--- src/rtl/hand_command_gen.sv ---
// hand_command_gen: converts left/right hand coordinates into throttle/roll/pitch
// drone commands. Arm/disarm FSM, dead-zone substitution, loss-of-tracking
// watchdog (hover command) and a two-stage arithmetic pipeline (latency N+2).
// Optional macro HAND_CMD_SMOOTH_EN: 4-tap moving-average filter on the
// command values, adding one register stage (latency N+3).
module hand_command_gen #(
  parameter int unsigned DEAD_Y         = 512,
  parameter int unsigned THR_SHIFT      = 1,
  parameter int unsigned ROLL_SHIFT     = 2,
  parameter int unsigned PITCH_SHIFT    = 4,
  parameter int unsigned Z_CENTER       = 2048,
  parameter int unsigned ARM_FRAMES     = 8,
  parameter int unsigned DISARM_FRAMES  = 4,
  parameter int unsigned TIMEOUT_CYCLES = 6500000,
  parameter int unsigned HOVER_THR      = 128
) (
  input  logic              clk,
  input  logic              reset,
  input  logic              frame_valid,
  input  logic [15:0]       left_x,
  input  logic [15:0]       left_y,
  input  logic [15:0]       left_z,
  input  logic [15:0]       right_x,
  input  logic [15:0]       right_y,
  input  logic [15:0]       right_z,
  output logic              cmd_valid,
  output logic [7:0]        throttle,
  output logic signed [7:0] roll,
  output logic signed [7:0] pitch,
  output logic              armed
);

  localparam int unsigned AW = $clog2(ARM_FRAMES + 1);
  localparam int unsigned DW = $clog2(DISARM_FRAMES + 1);
  localparam int unsigned WW = $clog2(TIMEOUT_CYCLES + 1);
  localparam logic [15:0]        DEAD_Y16 = 16'(DEAD_Y);
  localparam logic signed [17:0] DEAD_Y18 = 18'(DEAD_Y);
  localparam logic signed [17:0] ZC18     = 18'(Z_CENTER);
  localparam logic [AW-1:0]      ARM_N    = AW'(ARM_FRAMES);
  localparam logic [DW-1:0]      DIS_LAST = DW'(DISARM_FRAMES - 1);
  localparam logic [WW-1:0]      TO_LAST  = WW'(TIMEOUT_CYCLES - 1);
  localparam logic [7:0]         HOVER8   = 8'(HOVER_THR);

  typedef enum logic [1:0] {IDLE, ARMING, ACTIVE, HOVER} state_t;

  state_t        state, state_next;
  logic [AW-1:0] arm_cnt, arm_next, arm_inc;
  logic [DW-1:0] dis_cnt, dis_next;
  logic [WW-1:0] wdog, wdog_next;
  logic          l_dead, r_dead, qual, both_dead, emit, hover_fire;
  logic          unused_x;

  logic               s1_valid, s1_bd;
  logic [15:0]        s1_ly, s1_ry, s1_lz, s1_rz;
  logic signed [17:0] sum_y, avg_y, thr_raw, roll_raw, sum_z, avg_z, pitch_raw;
  logic [7:0]         thr_c;
  logic signed [7:0]  roll_c, pitch_c;

  function automatic logic [7:0] sat_u8(input logic signed [17:0] v);
    if (v < 18'sd0)        return 8'd0;
    else if (v > 18'sd255) return 8'd255;
    else                   return v[7:0];
  endfunction

  function automatic logic signed [7:0] sat_s8(input logic signed [17:0] v);
    if (v > 18'sd127)       return 8'sd127;
    else if (v < -18'sd127) return -8'sd127;
    else                    return v[7:0];
  endfunction

  // Dead-zone classification of the incoming frame
  always_comb begin
    unused_x  = ^{left_x, right_x};
    l_dead    = (left_y >= DEAD_Y16);
    r_dead    = (right_y >= DEAD_Y16);
    qual      = !l_dead && !r_dead;
    both_dead = l_dead && r_dead;
  end

  // State register with arm, disarm and watchdog counters
  always_ff @(posedge clk) begin
    if (reset) begin
      state   <= IDLE;
      arm_cnt <= '0;
      dis_cnt <= '0;
      wdog    <= '0;
    end else begin
      state   <= state_next;
      arm_cnt <= arm_next;
      dis_cnt <= dis_next;
      wdog    <= wdog_next;
    end
  end

  // Next-state logic: arming qualification, disarm counting, watchdog expiry
  always_comb begin
    state_next = state;
    arm_next   = arm_cnt;
    dis_next   = dis_cnt;
    wdog_next  = '0;
    emit       = 1'b0;
    hover_fire = 1'b0;
    arm_inc    = arm_cnt + 1'b1;
    unique case (state)
      IDLE, ARMING: begin
        if (frame_valid) begin
          if (!qual) begin
            state_next = IDLE;
            arm_next   = '0;
          end else if (arm_inc == ARM_N) begin
            state_next = ACTIVE;
            arm_next   = '0;
            emit       = 1'b1;
          end else begin
            state_next = ARMING;
            arm_next   = arm_inc;
          end
        end
      end
      ACTIVE, HOVER: begin
        if (frame_valid) begin
          emit       = 1'b1;
          state_next = ACTIVE;
          if (!both_dead) begin
            dis_next = '0;
          end else if (dis_cnt == DIS_LAST) begin
            state_next = IDLE;
            dis_next   = '0;
          end else begin
            dis_next = dis_cnt + 1'b1;
          end
        end else if (state == ACTIVE) begin
          // wdog reads k-1 in the k-th cycle after a frame, so expiry lands
          // on cycle TIMEOUT_CYCLES and the hover command one cycle later
          if (wdog == TO_LAST) begin
            hover_fire = 1'b1;
            state_next = HOVER;
          end else begin
            wdog_next = wdog + 1'b1;
          end
        end
      end
      default: state_next = IDLE;
    endcase
  end

  // FSM outputs
  always_comb begin
    armed = (state == ACTIVE) || (state == HOVER);
  end

`ifdef HAND_CMD_SMOOTH_EN
  logic s1_first;
`endif

  // Stage 1: latch the frame with dead-hand y substitution
  always_ff @(posedge clk) begin
    if (reset) begin
      s1_valid <= 1'b0;
      s1_bd    <= 1'b0;
      s1_ly    <= '0;
      s1_ry    <= '0;
      s1_lz    <= '0;
      s1_rz    <= '0;
`ifdef HAND_CMD_SMOOTH_EN
      s1_first <= 1'b0;
`endif
    end else begin
      s1_valid <= emit;
      if (emit) begin
        s1_bd <= both_dead;
        s1_ly <= (l_dead && !r_dead) ? right_y : left_y;
        s1_ry <= (r_dead && !l_dead) ? left_y : right_y;
        s1_lz <= left_z;
        s1_rz <= right_z;
`ifdef HAND_CMD_SMOOTH_EN
        s1_first <= (state != ACTIVE);
`endif
      end
    end
  end

  // Stage 2 arithmetic on 18-bit signed intermediates
  always_comb begin
    sum_y     = $signed({2'b00, s1_ly}) + $signed({2'b00, s1_ry});
    avg_y     = sum_y >>> 1;
    thr_raw   = (DEAD_Y18 - avg_y) >>> THR_SHIFT;
    roll_raw  = ($signed({2'b00, s1_ly}) - $signed({2'b00, s1_ry})) >>> ROLL_SHIFT;
    sum_z     = $signed({2'b00, s1_lz}) + $signed({2'b00, s1_rz});
    avg_z     = sum_z >>> 1;
    pitch_raw = (avg_z - ZC18) >>> PITCH_SHIFT;
    thr_c     = s1_bd ? 8'd0 : sat_u8(thr_raw);
    roll_c    = s1_bd ? 8'sd0 : sat_s8(roll_raw);
    pitch_c   = s1_bd ? 8'sd0 : sat_s8(pitch_raw);
  end

`ifdef HAND_CMD_SMOOTH_EN
  logic              s2_valid, s2_bd, s2_first, pend, pre;
  logic [7:0]        s2_thr;
  logic signed [7:0] s2_roll, s2_pitch;
  logic [7:0]        h_thr [3];
  logic signed [7:0] h_roll [3];
  logic signed [7:0] h_pitch [3];
  logic [9:0]        thr_sum;
  logic signed [9:0] roll_sum, pitch_sum;

  // Stage 2 register holding the unfiltered command
  always_ff @(posedge clk) begin
    if (reset) begin
      s2_valid <= 1'b0;
      s2_bd    <= 1'b0;
      s2_first <= 1'b0;
      s2_thr   <= '0;
      s2_roll  <= '0;
      s2_pitch <= '0;
    end else begin
      s2_valid <= s1_valid;
      if (s1_valid) begin
        s2_bd    <= s1_bd;
        s2_first <= s1_first;
        s2_thr   <= thr_c;
        s2_roll  <= roll_c;
        s2_pitch <= pitch_c;
      end
    end
  end

  // Four-tap sums over the new sample and the three previous history entries
  always_comb begin
    pre       = s2_first | pend;
    thr_sum   = {2'b00, s2_thr} + {2'b00, h_thr[0]} + {2'b00, h_thr[1]} + {2'b00, h_thr[2]};
    roll_sum  = {{2{s2_roll[7]}}, s2_roll} + {{2{h_roll[0][7]}}, h_roll[0]}
              + {{2{h_roll[1][7]}}, h_roll[1]} + {{2{h_roll[2][7]}}, h_roll[2]};
    pitch_sum = {{2{s2_pitch[7]}}, s2_pitch} + {{2{h_pitch[0][7]}}, h_pitch[0]}
              + {{2{h_pitch[1][7]}}, h_pitch[1]} + {{2{h_pitch[2][7]}}, h_pitch[2]};
  end

  // Stage 3: filtered output; a preload pending across a both-dead frame is
  // applied to the next live sample so stale history never leaks out
  always_ff @(posedge clk) begin
    if (reset) begin
      cmd_valid <= 1'b0;
      throttle  <= '0;
      roll      <= '0;
      pitch     <= '0;
      pend      <= 1'b0;
      h_thr     <= '{default: '0};
      h_roll    <= '{default: '0};
      h_pitch   <= '{default: '0};
    end else begin
      cmd_valid <= s2_valid | hover_fire;
      if (s2_valid) begin
        if (s2_bd) begin
          throttle <= '0;
          roll     <= '0;
          pitch    <= '0;
          if (s2_first) pend <= 1'b1;
        end else begin
          pend <= 1'b0;
          if (pre) begin
            throttle <= s2_thr;
            roll     <= s2_roll;
            pitch    <= s2_pitch;
            h_thr    <= '{s2_thr, s2_thr, s2_thr};
            h_roll   <= '{s2_roll, s2_roll, s2_roll};
            h_pitch  <= '{s2_pitch, s2_pitch, s2_pitch};
          end else begin
            throttle <= thr_sum[9:2];
            roll     <= roll_sum[9:2];
            pitch    <= pitch_sum[9:2];
            h_thr    <= '{h_thr[1], h_thr[0], s2_thr};
            h_roll   <= '{h_roll[1], h_roll[0], s2_roll};
            h_pitch  <= '{h_pitch[1], h_pitch[0], s2_pitch};
          end
        end
      end else if (hover_fire) begin
        throttle <= HOVER8;
        roll     <= '0;
        pitch    <= '0;
      end
    end
  end
`else
  // Stage 2 register: frame commands take priority over a colliding hover
  always_ff @(posedge clk) begin
    if (reset) begin
      cmd_valid <= 1'b0;
      throttle  <= '0;
      roll      <= '0;
      pitch     <= '0;
    end else begin
      cmd_valid <= s1_valid | hover_fire;
      if (s1_valid) begin
        throttle <= thr_c;
        roll     <= roll_c;
        pitch    <= pitch_c;
      end else if (hover_fire) begin
        throttle <= HOVER8;
        roll     <= '0;
        pitch    <= '0;
      end
    end
  end
`endif

endmodule

--- config.mk ---
export PLATFORM = sky130hd
export DESIGN_NAME = hand_command_gen
export DESIGN_NICKNAME = d
export VERILOG_FILES = /design/src/rtl/hand_command_gen.sv
export SDC_FILE = /design/constraint.sdc
export NUM_CORES = 1
export LEC_CHECK = 0
export ABC_CLOCK_PERIOD_IN_PS = 4100
export BUFFER_PORTS_ARGS = -buffer_cell sky130_fd_sc_hd__buf_2
export CORE_MARGIN = 2
export CORE_UTILIZATION = 43
export CTS_BUF_LIST = sky130_fd_sc_hd__clkbuf_4 sky130_fd_sc_hd__clkbuf_8 sky130_fd_sc_hd__clkbuf_16
export CTS_CLUSTER_DIAMETER = 40
export DETAILED_ROUTE_END_ITERATION = 7
export SLEW_MARGIN = 20
export SYNTH_ARGS = -nofsm -noshare
export SYNTH_HDL_FRONTEND = slang
export SYNTH_SLANG_ARGS = --single-unit
--- constraint.sdc ---
create_clock -name clk -period 4.1 [get_ports clk]
set_input_delay 0.41 -clock clk [delete_from_list [all_inputs] [get_ports clk]]
set_output_delay 0.41 -clock clk [all_outputs]
set_load 0.05 [all_outputs]
Word level (Yosys, flattened, before mapping)
Index checks and enable logic that the tools add are counted.
Word-level totals
  output and inout bits: 26
  flip-flop bits (word level): 123
  bits of input ports: 99
Operators by class
  $add $sub $neg: 8
  multiplexer cells: 38
  equality and inequality tests: 9
  bitwise logic cells: 3
  $lt $le $gt $ge: 8
  reductions and logical operators: 15
Operators by type and width (number)
  two-way mux 8 bit: 14
  adder 16 x 16 -> 17 bit: 2
  >= comparator 16 x 10 -> 1 bit (second input constant): 2
  two-way mux 16 bit: 2
  adder 23 x 1 -> 23 bit (second input constant): 1
  == test 23 bit (second input constant): 1
  subtractor 10 x 16 -> 17 bit (first input constant): 1
  subtractor 16 x 12 -> 17 bit (second input constant): 1
  subtractor 16 x 16 -> 17 bit: 1
  greater-than comparator 16 x 9 -> 1 bit (second input constant): 1
  less-than comparator 16 x 1 -> 1 bit (second input constant): 1
  two-way mux 2 bit: 8
  greater-than comparator 15 x 8 -> 1 bit (second input constant): 1
  less-than comparator 15 x 8 -> 1 bit (second input constant): 1
  greater-than comparator 13 x 8 -> 1 bit (second input constant): 1
  less-than comparator 13 x 8 -> 1 bit (second input constant): 1
  two-way mux 1 bit: 8
  two-way mux 4 bit: 2
  two-way mux 3 bit: 2
  inequality test 3 bit (second input constant): 2
  OR reduction 5 bit: 1
  adder 4 x 1 -> 4 bit (second input constant): 1
  == test 2 bit (second input constant): 2
  == test 4 bit (second input constant): 1
  16 further kinds: 23

Depth between registers and ports, before layout
  depth in word-level cells: 7
  gate-level depth with buffers: 14
  depth with buffers taken out: 13

Worst setup path before layout
No wires, ideal clock.
  path type: register to register
  start: register s1_lz[4]
  end: register pitch[1]
  setup time: 0.122 ns
  required time: 3.978 ns
  path buffers: 0
  arrival time: 3.121 ns
  path slack: 0.857 ns
  clock period less this slack: 3.243 ns
  stages on the path, launching flop included: 14
  cell sequence: dfxtp_1 > ha_1 > a211o_1 > o211ai_2 > o211a_1 > o21ai_1 > a21oi_1 > xor2_1 > ha_1 > nor2_1 > nand4_1 > a221oi_1 > and4bb_2 > a221o_1
Between the ends
  cells in the longest elaborated chain, start to end: 7
  elaborated cells between the ends (all ways): 8
  those cells by class: add/sub: 2; order compare: 2; mux: 4
RTL lines
  start: declaration: RTL line 54  | logic [15:0] s1_ly, s1_ry, s1_lz, s1_rz;
  start signal: assignment: RTL line 174  | s1_lz <= left_z;
  adder 16 x 16 -> 17 bit *: RTL line 189  | sum_z = $signed({2'b00, s1_lz}) + $signed({2'b00, s1_rz});
  subtractor 16 x 12 -> 17 bit *: RTL line 191  | pitch_raw = (avg_z - ZC18) >>> PITCH_SHIFT;
  less-than comparator 13 x 8 -> 1 bit: RTL line 67  | else if (v < -18'sd127) return -8'sd127;
  two-way mux 8 bit: RTL line 67
  two-way mux 8 bit *: RTL line 66  | if (v > 18'sd127) return 8'sd127;
  two-way mux 8 bit *: RTL line 194  | pitch_c = s1_bd ? 8'sd0 : sat_s8(pitch_raw);
  two-way mux 8 bit *: RTL line 293  | if (s1_valid) begin
  end signal: assignment: RTL line 296  | pitch <= pitch_c;
  end: declaration: RTL line 29  | output logic signed [7:0] pitch,
Mark *: on every way between the ends. The rest lies on a longest branch, timed or not.
A chain may end at the register's enable or synchronous reset.

Worst setup path in the final report
  start: register s1_lz[2]
  end: register pitch[5]
The elaborated chain is that of the path after synthesis.

==> qor.txt <==
share of layout cells above drive strength 1 = 15.9%
Layout area overhead = 16.2%
Slew Viols, Final = 0
Detail Route Antenna Nets = 0
Post-synth EDFFs = 0
minimum clock period after layout = 3.65 ns
worst skew pair latency = 0.42 ns
Final Hold Fails = 0
# resized after CTS = 0
Die H = 136 um
Synth cell types = 75
share of total power in sequential cells = 43.3%
# fillers = 1677
Clk network pwr share = 54.3%
Root Buffer = clkbuf_16
synthesized net count = 1094
Compound-Gate Fraction of Synth Area = 19.9%
largest net degree at the start of global routing = 61
ys flop type = dfxtp_1
most common cell in the netlist = nand2_1
vias post-DR = 6752
Comb power frac = 2.5%
async set-reset flop share out of synthesis = 0%
Sw Ratio = 22.0%
clock sinks = 123
Remaining DRCs = 0
first-pass GRT wire length = 29.7 mm
Switching Power = 0.609 mW
CTS Hold Bufs = 0
diode count = 0
Core Rows = 48
Int Pwr = 2.15 mW
Avg Vias per Cell = 5.40
fin crit share = 89.1%
gr ovfl total = 0
DR iter-0 viols = 289
Final nets = 1166
initial antenna violation count = 0
worst endpoint required time = 4.41 ns
slew margin rel. = 46.6%
Simple-Gate Fraction of Synth Area = 23.7%
synth cell count leaders = nand2_1, dfxtp_1, nor2_1
Tightest Hold Check Type = input pin to flip-flop
CP Class = flip-flop to flip-flop
area share of fa/ha/maj cells after synthesis = 9.22%
FMAX = 274 MHz
Wirelength per Cell = 14.4 um
Leakage = 3.64 nW
DR pass1 iterations = 4
arrival time worst endpoint = 3.96 ns
vias in the first global route = 6153
ranking of synthesized cells by area = dfxtp_1, ha_1, nand2_1, a21oi_1, nor2_1
max cap viols = 0
PwrDens = 315 mW/mm^2
Yosys top cell by area = dfxtp_1
worst-margin pin slew = 0.801 ns
Total GRT Usage = 20.0%
CP endpoint kind = flip-flop
mux cell area share after synthesis = 2.79%
hold slack = 0.223 ns
critical-path maximum fanout = 6
FF+latch count, synth = 123
Syn Area/Cell = 8.02 um^2
CTS Buffer Depth = 2
CTS tree = yes
main combinational cell family by area after synthesis = simple AND/OR/NAND/NOR gates
Synth Cell Area = 0.00754 mm^2
Post-CTS Setup Bufs = 0
final setup fails = 0
die area = 0.0186 mm^2
hpwl dp = 13.5 mm
Critical Path Start Type = flip-flop
GPL Wtd Cong = 0.883
Synth top area share = 32.6%
RSZ-0062 raised after global routing = false
final core occ = 50.8%
Clock transition at path regs = 0.06 ns
Max IR drop VDD = 0.000247 V
core area = 0.0172 mm^2
number of CTS-inserted buffers = 17
H-tree level count = 4
Routed WL = 18.0 mm
Starting Density = 43.8%
clk_skew = 0.00665 ns
post-synthesis sequential area ratio = 32.6%
io pins = 125
Port Buffer Count = 92
setup TNS = 0 ns
Synth Instances = 940
Die W = 136 um
outcome = completed
yosys warns = 0
Synth Area in XOR/XNOR = 7.43%
[path summary, 6_finish.rpt]
check,endpoint,depth (start not counted),slack [ns],startpoint
max,pitch[5],13,0.45,s1_lz[2]
min,s1_rz[7],3,0.22,right_z[7]
max reg2reg,pitch[5],13,0.45,s1_lz[2]
min reg2reg,throttle[4],2,0.45,throttle[4]
[cell type report]
| class | count | area [um^2] | area share [%] |
|---|---|---|---|
| Inverter | 32 | 120 | 1.37 |
| Multi-Input combinational cell | 737 | 4780 | 54.5 |
| Timing Repair Buffer | 101 | 528 | 6.03 |
| Clock buffer | 20 | 454 | 5.18 |
| Clock inverter | 12 | 139 | 1.59 |
| Sequential cell | 123 | 2460 | 28.1 |
| Tap cell | 225 | 282 | 3.21 |
[placed cells by master (no fill, tap or decap), drive strengths merged, types with 6 or more instances in the layout]
master / count
nand2: 126
dfxtp: 123
buf: 101
nor2: 98
a21oi: 85
ha: 54
nand3: 42
inv: 34
xnor2: 32
xor2: 32
o21ai: 27
a211oi: 23
mux2i: 21
clkbuf: 20
nor3: 14
nand2b: 11
nor4: 10
nor2b: 10
o211ai: 10
and3: 9
nand4: 8
a31oi: 8
o21a: 8
a221o: 7
a21o: 7
nor3b: 6
and2: 6
or3: 6
[power by group through the flow]
stage               Combinational [mW]  Clock [mW]  Sequential (mW)
floorplan                       0.0241           0             1.22
global placement                0.0685           0             1.22
detailed placement              0.0681           0             1.22
CTS                             0.0684        1.53             1.20
global route                    0.0745        1.59             1.19
finish                          0.0681        1.50             1.20
[worst max-delay path, cell delays in order, from the launching register on]
cell	delay, ns
dfxtp_1	0.31
ha_1	0.30
and4_1	0.21
o21ai_2	0.25
o211a_1	0.25
o21ai_1	0.14
a21oi_1	0.21
xor2_1	0.36
ha_1	0.30
nor2_1	0.12
nand4_1	0.12
a221oi_1	0.36
and4bb_2	0.33
a221o_1	0.26
[metrics by stage]
step / total power, mW / std cells / worst slack (ns) / cell area, um^2
finish: 2.76 / 1250 / 0.447 / 8760
detailed placement: 1.29 / 1218 / 0.514 / 8170
floorplan: 1.25 / 940 / 0.857 / 7540
global route: 2.86 / 1250 / 0.176 / 8760
CTS: 2.79 / 1250 / 0.441 / 8760
global placement: 1.29 / 1218 / 0.529 / 8170
[registers in the layout (all words and copies together), names as in the netlist]
signal,flops
pitch,8
roll,8
throttle,8
s1_ly,16
arm_cnt,4
dis_cnt,3
s1_lz,16
wdog,23
s1_bd,1
cmd_valid,1
s1_rz,16
s1_ry,16
s1_valid,1
state,2
[cells by family (layout without fill, tap and decap cells)]
logic type	count (synthesis)	after routing
AOI/OAI and AO/OA	223	223
xor gates and xnor gates	64	64
adders and majority gates	55	55
buffers and inverters	80	165
DFF	123	123
muxes	21	21
and+or+nand+nor	374	374
[routing by layer]
layer / vias up / share of wire (%) / global-route usage, %
met5: - / 0 / 0
met4: 0 / 1.4 / 6.13
li1: 3490 / - / -
met3: 22 / 3.8 / 3.99
met2: 131 / 44 / 31.4
met1: 3109 / 51 / 27.7
No activity file was read; power rests on OpenSTA's default activity.
